### config.mk
export PLATFORM = sky130hd
export DESIGN_NAME = branch_ctrl
export DESIGN_NICKNAME = d
export VERILOG_FILES = /design/src/rtl/branch_ctrl.sv
export SDC_FILE = /design/constraint.sdc
export NUM_CORES = 1
export LEC_CHECK = 0
export ABC_AREA = 1
export CELL_PAD_IN_SITES_DETAIL_PLACEMENT = 0
export CELL_PAD_IN_SITES_GLOBAL_PLACEMENT = 1
export CORE_ASPECT_RATIO = 1.5
export CORE_MARGIN = 1.5
export CORE_UTILIZATION = 39
export DETAILED_ROUTE_END_ITERATION = 16
export GPL_TIMING_DRIVEN = 0
export PLACE_DENSITY_LB_ADDON = 0.1
export SLEW_MARGIN = 25
export SYNTH_ARGS = -nofsm -noshare
export SYNTH_HDL_FRONTEND = slang
export SYNTH_SLANG_ARGS = --single-unit
### constraint.sdc
create_clock -name clk -period 3.24 [get_ports clk]
set_clock_uncertainty 0.1 [all_clocks]
set_input_delay 0.486 -clock clk [delete_from_list [all_inputs] [get_ports clk]]
set_output_delay 0.486 -clock clk [all_outputs]
set_load 0.01 [all_outputs]
### src/rtl/branch_ctrl.sv
// Multi-cycle branch/jump resolution controller: drives an external comparator,
// issues the redirect through a valid/ready handshake, then holds a fixed flush.
module branch_ctrl #(
  parameter int XLEN         = 32,
  parameter int FLUSH_CYCLES = 2,
  parameter int CNT_W        = 16
) (
  input  logic             clk,
  input  logic             rst_n,
  input  logic             req_valid,
  output logic             req_ready,
  input  logic [1:0]       req_kind,
  input  logic [2:0]       req_funct3,
  input  logic [XLEN-1:0]  req_pc,
  input  logic [XLEN-1:0]  req_imm,
  input  logic [XLEN-1:0]  req_rs1,
  input  logic [XLEN-1:0]  req_rs2,
  output logic [XLEN-1:0]  cmp_a,
  output logic [XLEN-1:0]  cmp_b,
  output logic             cmp_branch,
  output logic [2:0]       cmp_funct3,
  input  logic             cmp_taken,
  output logic             redir_valid,
  input  logic             redir_ready,
  output logic [XLEN-1:0]  redir_pc,
  output logic [XLEN-1:0]  link_pc,
  output logic             misalign,
  output logic             flush,
  output logic             busy,
  output logic [CNT_W-1:0] resolved_cnt,
  output logic [CNT_W-1:0] taken_cnt
);

  localparam int FW = (FLUSH_CYCLES > 1) ? $clog2(FLUSH_CYCLES) : 1;

  typedef enum logic [1:0] {ST_IDLE, ST_EVAL, ST_REDIR, ST_FLUSH} state_t;

  state_t            state;
  logic [1:0]        kind_q;
  logic [XLEN-1:0]   pc_q;
  logic [XLEN-1:0]   imm_q;
  logic [FW-1:0]     fcnt;
  logic              taken;
  logic [XLEN-1:0]   jalr_sum;
  logic [XLEN-1:0]   target;

  // cmp_a doubles as the captured rs1 while in EVAL, so JALR reads it here.
  always_comb begin
    taken    = 1'b0;
    jalr_sum = cmp_a + imm_q;
    target   = pc_q + imm_q;
    case (kind_q)
      2'b00:   taken = cmp_taken;
      2'b01:   taken = 1'b1;
      2'b10: begin
        taken  = 1'b1;
        target = {jalr_sum[XLEN-1:1], 1'b0};
      end
      default: taken = 1'b0;
    endcase
  end

  assign req_ready = rst_n && (state == ST_IDLE);

  always_ff @(posedge clk) begin
    if (!rst_n) begin
      state        <= ST_IDLE;
      kind_q       <= '0;
      pc_q         <= '0;
      imm_q        <= '0;
      fcnt         <= '0;
      cmp_a        <= '0;
      cmp_b        <= '0;
      cmp_branch   <= 1'b0;
      cmp_funct3   <= '0;
      redir_valid  <= 1'b0;
      redir_pc     <= '0;
      link_pc      <= '0;
      misalign     <= 1'b0;
      flush        <= 1'b0;
      busy         <= 1'b0;
      resolved_cnt <= '0;
      taken_cnt    <= '0;
    end else begin
      case (state)
        ST_IDLE: begin
          if (req_valid) begin
            kind_q     <= req_kind;
            pc_q       <= req_pc;
            imm_q      <= req_imm;
            cmp_a      <= req_rs1;
            cmp_b      <= req_rs2;
            cmp_funct3 <= req_funct3;
            cmp_branch <= (req_kind == 2'b00);
            link_pc    <= req_pc + XLEN'(4);
            busy       <= 1'b1;
            state      <= ST_EVAL;
          end
        end
        ST_EVAL: begin
          cmp_a      <= '0;
          cmp_b      <= '0;
          cmp_funct3 <= '0;
          cmp_branch <= 1'b0;
          redir_pc   <= target;
          if (resolved_cnt != '1)
            resolved_cnt <= resolved_cnt + CNT_W'(1);
          if (taken) begin
            if (taken_cnt != '1)
              taken_cnt <= taken_cnt + CNT_W'(1);
            misalign    <= target[1];
            redir_valid <= 1'b1;
            state       <= ST_REDIR;
          end else begin
            busy  <= 1'b0;
            state <= ST_IDLE;
          end
        end
        ST_REDIR: begin
          if (redir_ready) begin
            redir_valid <= 1'b0;
            misalign    <= 1'b0;
            if (FLUSH_CYCLES == 0) begin
              busy  <= 1'b0;
              state <= ST_IDLE;
            end else begin
              flush <= 1'b1;
              fcnt  <= FW'(FLUSH_CYCLES - 1);
              state <= ST_FLUSH;
            end
          end
        end
        ST_FLUSH: begin
          if (fcnt == '0) begin
            flush <= 1'b0;
            busy  <= 1'b0;
            state <= ST_IDLE;
          end else begin
            fcnt <= fcnt - FW'(1);
          end
        end
        default: state <= ST_IDLE;
      endcase
    end
  end

endmodule

==> flow_summary.ini <==
[run_status]
status = completed

[timing]
fin_setup_tns_ps = 0
drv_slew = 0
period_share_pct = 90.5
hold_violations = 0
hold_slack_ps = 367
rsz0062_at_grt = false
maxSlewHeadroom_pct = 35.6
worstMarginPinSlew_ps = 966
setup_viol = 0
post-route-min-period_ps = 2930
max_freq_mhz = 341

[logic_synthesis]
syn_inst = 2398
avgSynthCellArea_sq_um = 6.23
synth_edf_count = 0
yosysWarnings = 0
ys_async_sr_fraction_pct = 0
synth_cell_types = 44
ys_seq_area_share_pct = 31.5
synthFlopType = dfxtp_1
synth_area_sq_um = 14900
syn_nets = 2609
yosys_register_bits = 235

[final_layout]
fin_cells = 3241
syn_to_final_growth_pct = 30.4
multi_input_area_sq_um = 8560
finish.utilization_pct = 51.7
drive_gt1_share_pct = 2.95
fin_nets = 2941
fillers = 3998
regArea_sq_um = 4700

[setup_path]
crit_fanout = 25
r2r_slack_ps = 440
end_kind = primary output
startpoint_type = flop
rr_worst_depth = 16
path_class = reg2out
reg2reg_from = cmp_a[1]
arrival_ps = 2350
critPathLaunch = state[0]
cp_data_required_time_ps = 2650

[drt]
top_layer_used = met5
avgRoutedWirePerCell_microns = 19.6
drt_iter0_markers = 943
firstDrtPassIters = 7
wl_met3_microns = 3660
wirelength_microns = 63500
wl_met2_microns = 32900
drtAntennaViolNets = 0
vias = 16775
vias_per_cell = 5.18
drc = 0
wirelength_met1_microns = 23000

[cts]
numCtsBuffers = 27
post_cts_buffers = 0
cts_tree = yes
clkSinkCount = 235
clk_path_buf_depth = 3
ctsHoldBuffers = 0
htreeDepth = 1
insertion_delay_ps = 560
clkTransAtPathRegs_ps = 70
post_cts_resize_count = 0
root_buffer = clkbuf_16

[power_and_ir_drop]
p_leak_nw = 8.93
powerDensity_nw_per_um2 = 665
peakVddDrop_v = 0.000447

[min_path]
hp-class = reg2reg
min_from = redir_valid
holdPathStages = 2

[run]
drv_cap = 0

[place]
port_buffers = 305
place_hpwl_microns = 52600
place_congestion = 0.954
dp_cells = 3192

[floorplan]
core_region_area_sq_um = 37700
fp.dieH_microns = 243
io_pins = 307
die-area_sq_um = 39500
core.rowCount = 87
initial_core_util_pct = 39.6
dieWidth_microns = 163

[global_routing]
gr-usage-all-layers_pct = 31.7
antenna_found_initial = 6
grt_overflow_total = 0
grt_pass1_vias = 16371
grt_first_pass_wirelength_microns = 94800
grt_max_degree = 17
## sequential cells by signal, indices dropped and copies added, names as in the netlist, 16 cells and up, named ones only
signal / flops
pc_q: 30
resolved_cnt: 16
imm_q: 32
taken_cnt: 16
redir_pc: 32
link_pc: 32
cmp_a: 32
cmp_b: 32
## worst max-delay path: stages, from the launching register on
cell and delay (ps):
dfxtp_1 340, inv_1 100, ha_1 150, buf_2 430
nand2_1 90, inv_1 70, clkdlybuf4s50_1 590
## where the power goes
group	total, W	switching, W	internal (W)
Sequential	0.00414	0.000657	0.00348
Combinational	0.00570	0.00359	0.00211
Clock	0.00311	0.00132	0.00179
## final timing paths
path                                      to
worst min register to register   redir_valid
worst max register to register  redir_pc[30]
worst max-delay path               req_ready
worst min-delay path             redir_valid
## cell usage in the layout, fill, tap and decap left out, types with 66 or more instances in the layout
| cell | count |
|---|---|
| a21oi_1 | 177 |
| clkbuf_1 | 66 |
| o21ai_0 | 104 |
| o211ai_1 | 78 |
| clkdlybuf4s50_1 | 305 |
| inv_1 | 330 |
| ha_1 | 71 |
| nand3_1 | 225 |
| dfxtp_1 | 235 |
| nor2_1 | 279 |
| nand2_1 | 640 |
## per-stage QoR
step	setup slack [ps]	power (W)	instance area, sq um
2_1_floorplan	1240	0.00722	14900
3_3_place_gp	117	0.00982	18600
3_5_place_dp	149	0.00987	18600
4_1_cts	11.9	0.0130	19500
5_1_grt	164	0.0137	19500
6_report	307	0.0129	19500
## logic make-up (layout without fill, tap and decap cells)
family,after synthesis,in the layout,synth area share [%]
adders and majority gates,73,73,6.22
AOI/OAI and AO/OA,388,388,14.7
DFF,235,235,31.5
buffers and inverters,437,787,11.2
other,0,4,0
and+or+nand+nor,1237,1237,34.7
xor gates and xnor gates,28,28,1.64
## routing by layer
| metal | vias up | GRT usage [%] |
|---|---|---|
| met4 | 6 | 17.9 |
| met5 | - | 0 |
| li1 | 8428 | - |
| met3 | 147 | 6.22 |
| met2 | 491 | 59.1 |
| met1 | 7703 | 32.3 |
## layout make-up
cell class / count / share of cell area, %
multi-input cells: 1726 / 44.0
flip-flops and latches: 235 / 24.2
repair buffers: 305 / 15.7
inverters: 336 / 6.48
clock buffers: 38 / 3.89
well taps: 489 / 3.14
plain buffers: 99 / 2.06
clock inverters: 9 / 0.591
diodes: 4 / 0.0514
## synth_stat cells, types with 7 or more instances
master / n / share of area (%)
a21oi_1: 177 / 5.9
buf_1: 26 / 0.65
xor2_1: 19 / 1.1
nor2_1: 279 / 7.0
inv_1: 330 / 8.3
o211ai_1: 78 / 3.9
xnor2_1: 9 / 0.53
nand4_1: 19 / 0.80
nor3_1: 29 / 0.97
ha_1: 71 / 5.9
o21ai_1: 7 / 0.23
buf_2: 11 / 0.37
nand2_1: 640 / 16
clkbuf_1: 61 / 1.5
o21ai_0: 104 / 3.5
nor4_1: 13 / 0.54
dfxtp_1: 235 / 32
nand3b_1: 9 / 0.45
nand3_1: 225 / 7.5
No activity file was read; power rests on OpenSTA's default activity.
